[config.mk]
export PLATFORM = sky130hd
export DESIGN_NAME = hs_bus_amba_axilite_reg_bridge
export DESIGN_NICKNAME = d
export VERILOG_FILES = /design/src/rtl/hs_bus_amba_axilite_reg_bridge.sv
export SDC_FILE = /design/constraint.sdc
export NUM_CORES = 1
export LEC_CHECK = 0
export CORE_MARGIN = 2
export CORE_UTILIZATION = 43
export CTS_CLUSTER_SIZE = 20
export DETAILED_ROUTE_END_ITERATION = 8
export PLACE_DENSITY = 0.79
export SETUP_SLACK_MARGIN = 0.02
export SYNTH_ARGS = -nofsm -noshare
export SYNTH_HDL_FRONTEND = slang
export SYNTH_SLANG_ARGS = --single-unit
export TNS_END_PERCENT = 5
[constraint.sdc]
create_clock -name aclk -period 2.22 [get_ports aclk]
set_input_delay 0.222 -clock aclk [delete_from_list [all_inputs] [get_ports aclk]]
set_output_delay 0.222 -clock aclk [all_outputs]
set_load 0.01 [all_outputs]
[src/rtl/hs_bus_amba_axilite_reg_bridge.sv]
// AXI-Lite subordinate that turns each AW+W or AR transaction into one req/ack register access.
// One transaction in flight at a time; round-robin read/write grant, decode errors, ack timeout.
module hs_bus_amba_axilite_reg_bridge #(
  parameter int unsigned ID_W_WIDTH     = 1,
  parameter int unsigned ID_R_WIDTH     = 1,
  parameter int unsigned ADDR_WIDTH     = 32,
  parameter int unsigned DATA_WIDTH     = 32,
  parameter int unsigned STRB_WIDTH     = DATA_WIDTH / 8,
  parameter int unsigned REG_ADDR_WIDTH = 12,
  parameter int unsigned TIMEOUT_CYCLES = 255
) (
  input  logic                      aclk,
  input  logic                      aresetn,
  input  logic                      awvalid,
  output logic                      awready,
  input  logic [ID_W_WIDTH-1:0]     awid,
  input  logic [ADDR_WIDTH-1:0]     awaddr,
  input  logic [2:0]                awprot,
  input  logic                      wvalid,
  output logic                      wready,
  input  logic [DATA_WIDTH-1:0]     wdata,
  input  logic [STRB_WIDTH-1:0]     wstrb,
  output logic                      bvalid,
  input  logic                      bready,
  output logic [ID_W_WIDTH-1:0]     bid,
  output logic [1:0]                bresp,
  input  logic                      arvalid,
  output logic                      arready,
  input  logic [ID_R_WIDTH-1:0]     arid,
  input  logic [ADDR_WIDTH-1:0]     araddr,
  input  logic [2:0]                arprot,
  output logic                      rvalid,
  input  logic                      rready,
  output logic [ID_R_WIDTH-1:0]     rid,
  output logic [DATA_WIDTH-1:0]     rdata,
  output logic [1:0]                rresp,
  output logic                      reg_req,
  output logic                      reg_we,
  output logic [REG_ADDR_WIDTH-1:0] reg_addr,
  output logic [DATA_WIDTH-1:0]     reg_wdata,
  output logic [STRB_WIDTH-1:0]     reg_wstrb,
  input  logic                      reg_ack,
  input  logic [DATA_WIDTH-1:0]     reg_rdata,
  input  logic                      reg_err
);

  localparam int unsigned AlignW = $clog2(STRB_WIDTH);
  localparam int unsigned CntW   = (TIMEOUT_CYCLES > 1) ? $clog2(TIMEOUT_CYCLES) : 1;

  localparam logic [1:0] RespOkay   = 2'b00;
  localparam logic [1:0] RespSlvErr = 2'b10;
  localparam logic [1:0] RespDecErr = 2'b11;

  typedef enum logic [2:0] {StIdle, StWrReq, StRdReq, StWrResp, StRdResp} state_e;

  state_e                  state_q;
  logic                    rst_done_q;
  logic                    aw_full_q, w_full_q, ar_full_q;
  logic [ID_W_WIDTH-1:0]   aw_id_q;
  logic [ADDR_WIDTH-1:0]   aw_addr_q;
  logic [2:0]              aw_prot_q;
  logic [DATA_WIDTH-1:0]   w_data_q;
  logic [STRB_WIDTH-1:0]   w_strb_q;
  logic [ID_R_WIDTH-1:0]   ar_id_q;
  logic [ADDR_WIDTH-1:0]   ar_addr_q;
  logic [2:0]              ar_prot_q;
  logic                    last_wr_q;
  logic [CntW-1:0]         cnt_q;

  logic                    aw_hs, w_hs, ar_hs;
  logic                    wr_elig, rd_elig, grant_wr, grant_rd;
  logic [ADDR_WIDTH-1:0]   gnt_addr;
  logic                    dec_err, align_err, any_err;
  logic                    timeout, req_done, clr_wr, clr_rd;
  logic                    unused_prot;

  assign awready = !aw_full_q && rst_done_q;
  assign wready  = !w_full_q && rst_done_q;
  assign arready = !ar_full_q && rst_done_q;

  assign aw_hs = awvalid && awready;
  assign w_hs  = wvalid && wready;
  assign ar_hs = arvalid && arready;

  // Protection bits are held for visibility only; they do not take part in decode.
  assign unused_prot = ^{aw_prot_q, ar_prot_q};

  assign wr_elig  = aw_full_q && w_full_q;
  assign rd_elig  = ar_full_q;
  assign grant_wr = (state_q == StIdle) && wr_elig && (!rd_elig || !last_wr_q);
  assign grant_rd = (state_q == StIdle) && rd_elig && !grant_wr;

  assign gnt_addr  = grant_wr ? aw_addr_q : ar_addr_q;
  assign dec_err   = (gnt_addr >> REG_ADDR_WIDTH) != '0;
  assign align_err = gnt_addr[AlignW-1:0] != '0;
  assign any_err   = dec_err || align_err;

  assign timeout  = (TIMEOUT_CYCLES != 0) && (cnt_q == CntW'(TIMEOUT_CYCLES - 1));
  assign req_done = reg_ack || timeout;

  assign clr_wr = (grant_wr && any_err) || ((state_q == StWrReq) && req_done);
  assign clr_rd = (grant_rd && any_err) || ((state_q == StRdReq) && req_done);

  always_ff @(posedge aclk or negedge aresetn) begin
    if (!aresetn) begin
      rst_done_q <= 1'b0;
    end else begin
      rst_done_q <= 1'b1;
    end
  end

  always_ff @(posedge aclk or negedge aresetn) begin
    if (!aresetn) begin
      aw_full_q <= 1'b0;
      w_full_q  <= 1'b0;
      ar_full_q <= 1'b0;
      aw_id_q   <= '0;
      aw_addr_q <= '0;
      aw_prot_q <= '0;
      w_data_q  <= '0;
      w_strb_q  <= '0;
      ar_id_q   <= '0;
      ar_addr_q <= '0;
      ar_prot_q <= '0;
    end else begin
      if (aw_hs) begin
        aw_full_q <= 1'b1;
        aw_id_q   <= awid;
        aw_addr_q <= awaddr;
        aw_prot_q <= awprot;
      end else if (clr_wr) begin
        aw_full_q <= 1'b0;
      end
      if (w_hs) begin
        w_full_q <= 1'b1;
        w_data_q <= wdata;
        w_strb_q <= wstrb;
      end else if (clr_wr) begin
        w_full_q <= 1'b0;
      end
      if (ar_hs) begin
        ar_full_q <= 1'b1;
        ar_id_q   <= arid;
        ar_addr_q <= araddr;
        ar_prot_q <= arprot;
      end else if (clr_rd) begin
        ar_full_q <= 1'b0;
      end
    end
  end

  always_ff @(posedge aclk or negedge aresetn) begin
    if (!aresetn) begin
      state_q   <= StIdle;
      last_wr_q <= 1'b0;
      cnt_q     <= '0;
      bvalid    <= 1'b0;
      bid       <= '0;
      bresp     <= RespOkay;
      rvalid    <= 1'b0;
      rid       <= '0;
      rdata     <= '0;
      rresp     <= RespOkay;
      reg_req   <= 1'b0;
      reg_we    <= 1'b0;
      reg_addr  <= '0;
      reg_wdata <= '0;
      reg_wstrb <= '0;
    end else begin
      unique case (state_q)
        StIdle: begin
          if (grant_wr || grant_rd) begin
            last_wr_q <= grant_wr;
            if (any_err) begin
              if (grant_wr) begin
                bvalid  <= 1'b1;
                bid     <= aw_id_q;
                bresp   <= dec_err ? RespDecErr : RespSlvErr;
                state_q <= StWrResp;
              end else begin
                rvalid  <= 1'b1;
                rid     <= ar_id_q;
                rresp   <= dec_err ? RespDecErr : RespSlvErr;
                rdata   <= '0;
                state_q <= StRdResp;
              end
            end else begin
              reg_req   <= 1'b1;
              reg_we    <= grant_wr;
              reg_addr  <= gnt_addr[REG_ADDR_WIDTH-1:0];
              reg_wdata <= grant_wr ? w_data_q : '0;
              reg_wstrb <= grant_wr ? w_strb_q : '0;
              cnt_q     <= '0;
              state_q   <= grant_wr ? StWrReq : StRdReq;
            end
          end
        end
        StWrReq, StRdReq: begin
          if (req_done) begin
            reg_req <= 1'b0;
            if (state_q == StWrReq) begin
              bvalid  <= 1'b1;
              bid     <= aw_id_q;
              bresp   <= (!reg_ack || reg_err) ? RespSlvErr : RespOkay;
              state_q <= StWrResp;
            end else begin
              rvalid  <= 1'b1;
              rid     <= ar_id_q;
              rresp   <= (!reg_ack || reg_err) ? RespSlvErr : RespOkay;
              // A timed-out read returns no data rather than whatever the bus happens to show.
              rdata   <= reg_ack ? reg_rdata : '0;
              state_q <= StRdResp;
            end
          end else begin
            cnt_q <= cnt_q + CntW'(1);
          end
        end
        StWrResp: begin
          if (bready) begin
            bvalid  <= 1'b0;
            state_q <= StIdle;
          end
        end
        StRdResp: begin
          if (rready) begin
            rvalid  <= 1'b0;
            state_q <= StIdle;
          end
        end
        default: state_q <= StIdle;
      endcase
    end
  end

endmodule

**Yosys cells after proc, flatten, opt, wreduce, memory -nomap -nowiden**

Cells that the tools add are included.

- Register bits after elaboration: 208
- Output and inout port bits: 93
- Word-level logic and storage cells: 162

- Add/sub/neg operators: 1
- Eq/ne operators: 16
- Mux-type cells: 72
- Bitwise logic cells: 1
- Reductions and logical operators: 47

Operators by type and width:

| kind | number |
|---|---|
| $mux W32 | 8 |
| $pmux W32 S2 | 1 |
| $reduce_bool A32 Y1 | 1 |
| $mux W1 | 31 |
| $mux W2 | 12 |
| $mux W8 | 3 |
| $mux W3 | 7 |
| $ne A2 B2 Y1 const B | 10 |
| $pmux W8 S2 | 1 |
| $logic_and A1 B1 Y1 | 15 |
| $reduce_and A7 Y1 | 2 |
| $pmux W3 S4 | 1 |
| $reduce_and A4 Y1 | 3 |
| $reduce_and A6 Y1 | 2 |
| $reduce_bool A2 Y1 | 5 |
| $add A8 B1 Y8 const B | 1 |
| $eq A8 B8 Y1 const B | 1 |
| $pmux W2 S2 | 2 |
| $logic_or A1 B1 Y1 | 7 |
| $eq A3 B2 Y1 const B | 2 |
| $logic_not A1 Y1 | 6 |
| $pmux W1 S2 | 3 |
| $pmux W1 S3 | 2 |
| $reduce_bool A3 Y1 | 2 |
| 9 further kinds | 9 |

**Logic depth before layout (Yosys ltp)**

- Depth in word-level cells: 10
- Mapped depth: 9

**Worst setup path after synthesis**

OpenSTA, ideal clock, no wires.

- Kind: register to register
- Start: register state_q[1]
- End: register reg_addr[10]
- Setup time: 125 ps
- Data arrival time: 2,055 ps
- Required time: 2,095 ps
- Path slack: 40 ps
- Stages on the path, launching flop included: 10
- Buffers on the path: 3
- Clock period less this slack: 2,180 ps
- Path through: dfrtp_1 buf_6 nor3_2 nand4_2 o21ai_1 o211ai_2 or3_4 buf_6 buf_6 mux2_4

- Cells in the longest elaborated chain, start to end: 8
- Elaborated cells between the ends (all ways): 13
- Classes of those cells: mux: 1; bitwise: 1; reduce/logical: 11

RTL lines:

| what | line | RTL |
|---|---|---|
| from (decl) | 56 | `state_e state_q;` |
| from (signal assigned) | 154 | `state_q <= StIdle;` |
| from (signal assigned) | 179 | `state_q <= StWrResp;` |
| from (signal assigned) | 185 | `state_q <= StRdResp;` |
| $logic_not A3 Y1 (*) | 90, 91, 170 |  |
| $logic_and A1 B1 Y1 (2 in series) | 90 | `assign grant_wr = (state_q == StIdle) && wr_elig && (!rd_elig \|\| !last_wr_q);` |
| $mux W32 | 93 | `assign gnt_addr = grant_wr ? aw_addr_q : ar_addr_q;` |
| $reduce_bool A32 Y1 / $reduce_bool A2 Y1 (equally long branches) | 94, 95 |  |
| $logic_or A1 B1 Y1 | 96 | `assign any_err = dec_err \|\| align_err;` |
| $not A1 Y1 (no line) | - |  |
| $reduce_and A3 Y1 (no line) | - |  |
| to (signal assigned) | 190 | `reg_addr <= gnt_addr[REG_ADDR_WIDTH-1:0];` |
| to (decl) | 39 | `output logic [REG_ADDR_WIDTH-1:0] reg_addr,` |

Mark *: on every way between the ends. The rest lies on a longest branch, timed or not.
A chain may end at the register's enable or synchronous reset.

**Final worst setup path**

- Start: register ar_addr_q[23]
- End: register reg_addr[8]

- Cells in the longest elaborated chain, start to end: 5

RTL lines:

| what | line | RTL |
|---|---|---|
| from (decl) | 65 | `logic [ADDR_WIDTH-1:0] ar_addr_q;` |
| from (signal assigned) | 144 | `ar_addr_q <= araddr;` |
| $mux W32 | 93 |  |
| $reduce_bool A32 Y1 | 94 | `assign dec_err = (gnt_addr >> REG_ADDR_WIDTH) != '0;` |
| $logic_or A1 B1 Y1 | 96 |  |
| $not A1 Y1 (no line) | - |  |
| $reduce_and A3 Y1 (no line) | - |  |

No other way between the ends.

==> results.tsv <==
metric	value	unit
yosys.area_share.simple	0.0497	
worst-setup-path-type	reg2reg	
route.detailed.drc	0	
grt_use_total	0.196	
synthFlopType	dfrtp_1	
powerDensity	1180	mW/mm2
syn_nets	714	
slowest_delay	470	ps
grt_max_degree	77	
hold_class	in2async	
synthAdderAreaFrac	0.00305	
cp.required	2600	ps
n_fill_cell	1383	
die_w	142	um
cp_cell_sequence	nor4_2, nand3_1, nor2_2, a21oi_2, or3_4, buf_16, mux2_4	
viasPerCell	5.22	
n_antenna_cell	0	
worst_setup_path_end_kind	register	
synth_xor_area_frac	0.00534	
portBuffers	235	
use_met1	0.250	
ant_nets	0	
cts_sinks	208	
clk_pin_slew	60	ps
numCtsBuffers	22	
final_cell_mix	234 x clkdlybuf4s50_1, 208 x dfrtp_1, 125 x mux2_2, 68 x a22o_1, 27 x buf_4	
dpl.cell_count	1036	
num_rows	50	
drt_iter0_markers	235	
start_util	0.439	
syn_area	0.00821	mm2
grtUsageMet3	0.0676	
whs	308	ps
synth_edf_count	0	
core-area	0.0187	mm2
ys_seq_area_frac	0.634	
drive_gt1_frac	0.273	
grt_pass1_vias	5954	
finClkSkew	11.6	ps
synth_compound_area_frac	0.107	
place_ws	15.8	ps
yosys_register_bits	208	
use_met2	0.326	
io_pins	242	
maxCapViolCount	0	
overflow	0	
fmaxAchievable	0.454	GHz
finalCriticalPeriod	2200	ps
crit_path_top_delay_cell	or3_4	
rr_worst_depth	7	
cts_max_path_buffers	3	
synthCells	563	
fin_cells	1080	
outcome	finished, final reports clean	
grt-busiest-layer	met2	
synth_area_per_cell	14.6	um2
slew_headroom	0.567	
syn2layout_area_growth	46.4	%
setup_viol	0	
yosysUniqueCellTypes	44	
clk-insertion-delay-late	500	ps
ir_drop	0.583	mV
grt_first_pass_wirelength	31.5	mm
finalNetCount	982	
cts_tree	yes	
vias	5642	
worstPathMaxFanout	13	
drt_pass1_iterations	4	
synth.area.mux_share	0.179	
worstReg2RegStart	ar_addr_q[23]	
antenna_found_initial	0	
fin_ws	16.7	ps
wl_per_cell	18.9	um
final_common_cell	clkdlybuf4s50_1	
die_area	0.0202	mm2
synth_top_family_by_area	multiplexers	
hpwl	13.6	mm
die_h	142	um
critPathLaunchType	register	
synthArstFlopShare	1.00	
leakagePower	5.22	nW
drv_slew	0	
hold_viol_final	0	
htreeDepth	1	
root_buffer	clkbuf_16	
gp_congestion	0.867	
routed_wirelength	20.4	mm
r2r_end	reg_addr[8]	
place_area	0.0111	mm2
rsz0062_at_grt	true	
ff2ff_setup_slack	20	ps
yosys_warnings	0	
fin_crit_sh	0.992	
tightest_slew	649	ps
stdcell_area	0.0120	mm2
critPathArrivalTime	2580	ps
-- cell type report --
cell class	instances	area, um2	area share
sequential	208	5200	0.433
multi-input combinational	317	2920	0.243
timing repair buffer	275	2810	0.234
clock buffer	33	683	0.0569
tap	234	293	0.0244
clock inverter	6	82.6	0.00687
inverter	7	26.3	0.00219
-- what timing repair did --
action,CTS,global route
gates cloned,0,2
pin swaps,0,34
endpoints found under the setup margin,5,81
endpoints found under the hold margin,72,0
gates resized for setup,2,16
hold buffers,1,0
buffers inserted,0,2
-- Yosys cell counts (all sizes together) (9+ instances only) --
cell type | n | share of area
nor2 | 10 | 0.0046
a22o | 68 | 0.073
nor4 | 12 | 0.0091
o21ai | 9 | 0.0055
nand2 | 16 | 0.0073
clkbuf | 19 | 0.0087
mux2 | 129 | 0.18
buf | 12 | 0.0096
dfrtp | 208 | 0.63
nand3 | 9 | 0.0055
-- worst max-delay path: cells and delay by family (launching register included) --
family / cells / cell delay (ps)
flops: 1 / 380
compound gates: 1 / 90
buf+inv: 1 / 190
simple gates: 4 / 1120
mux: 1 / 300
-- how the worst max path moves through the flow --
stage	from	to	slack (ps)
floorplan	state_q[1]	reg_addr[10]	40
CTS	cnt_q[0]	reg_addr[8]	20
finish	ar_addr_q[23]	reg_addr[8]	20
global route	ar_addr_q[30]	reg_addr[8]	-50
global placement	reg_ack	reg_addr[8]	30
detailed placement	ar_addr_q[27]	reg_addr[7]	20
-- sequential cells by signal, indices dropped and copies added, names as in the netlist, 2 cells and up --
register   cells
reg_wstrb      4
rdata         32
aw_addr_q     32
ar_addr_q     32
bresp          2
cnt_q          8
rresp          2
reg_addr      12
state_q        3
w_data_q      32
reg_wdata     32
w_strb_q       4
-- cell families after synthesis --
family | count (synthesis)
flip-flops | 208
multiplexers | 129
AO/OA/AOI/OAI | 105
AND/OR/NAND/NOR | 75
buffers and inverters | 38
XOR/XNOR | 5
adder cells (fa/ha/maj) | 2
other | 1
-- stage by stage --
stage | utilization | total power [mW] | setup TNS, ps
final | 0.642 | 14.1 | 0
after global routing | 0.642 | 14.9 | -486
after CTS | 0.634 | 14.2 | 0
after detailed placement | 0.592 | 10.3 | 0
after global placement | 0.592 | 10.1 | 0
after floorplan | - | 8.27 | 0
-- routing by layer --
metal,routed length [um],up-vias,part of all wire
met3,2000,26,0.098
met5,0,-,0
li1,-,2598,-
met1,8630,2790,0.42
met4,286,0,0.014
met2,9530,228,0.47
-- power by group --
group / leakage [nW] / switching [mW] / internal (mW) / total, mW
combinational: 2.23 / 1.73 / 2.61 / 4.34
clock: 0.377 / 1.46 / 2.35 / 3.81
sequential: 2.62 / 0.803 / 5.19 / 6.00
Note: power is estimated with default switching activity, not from simulation.
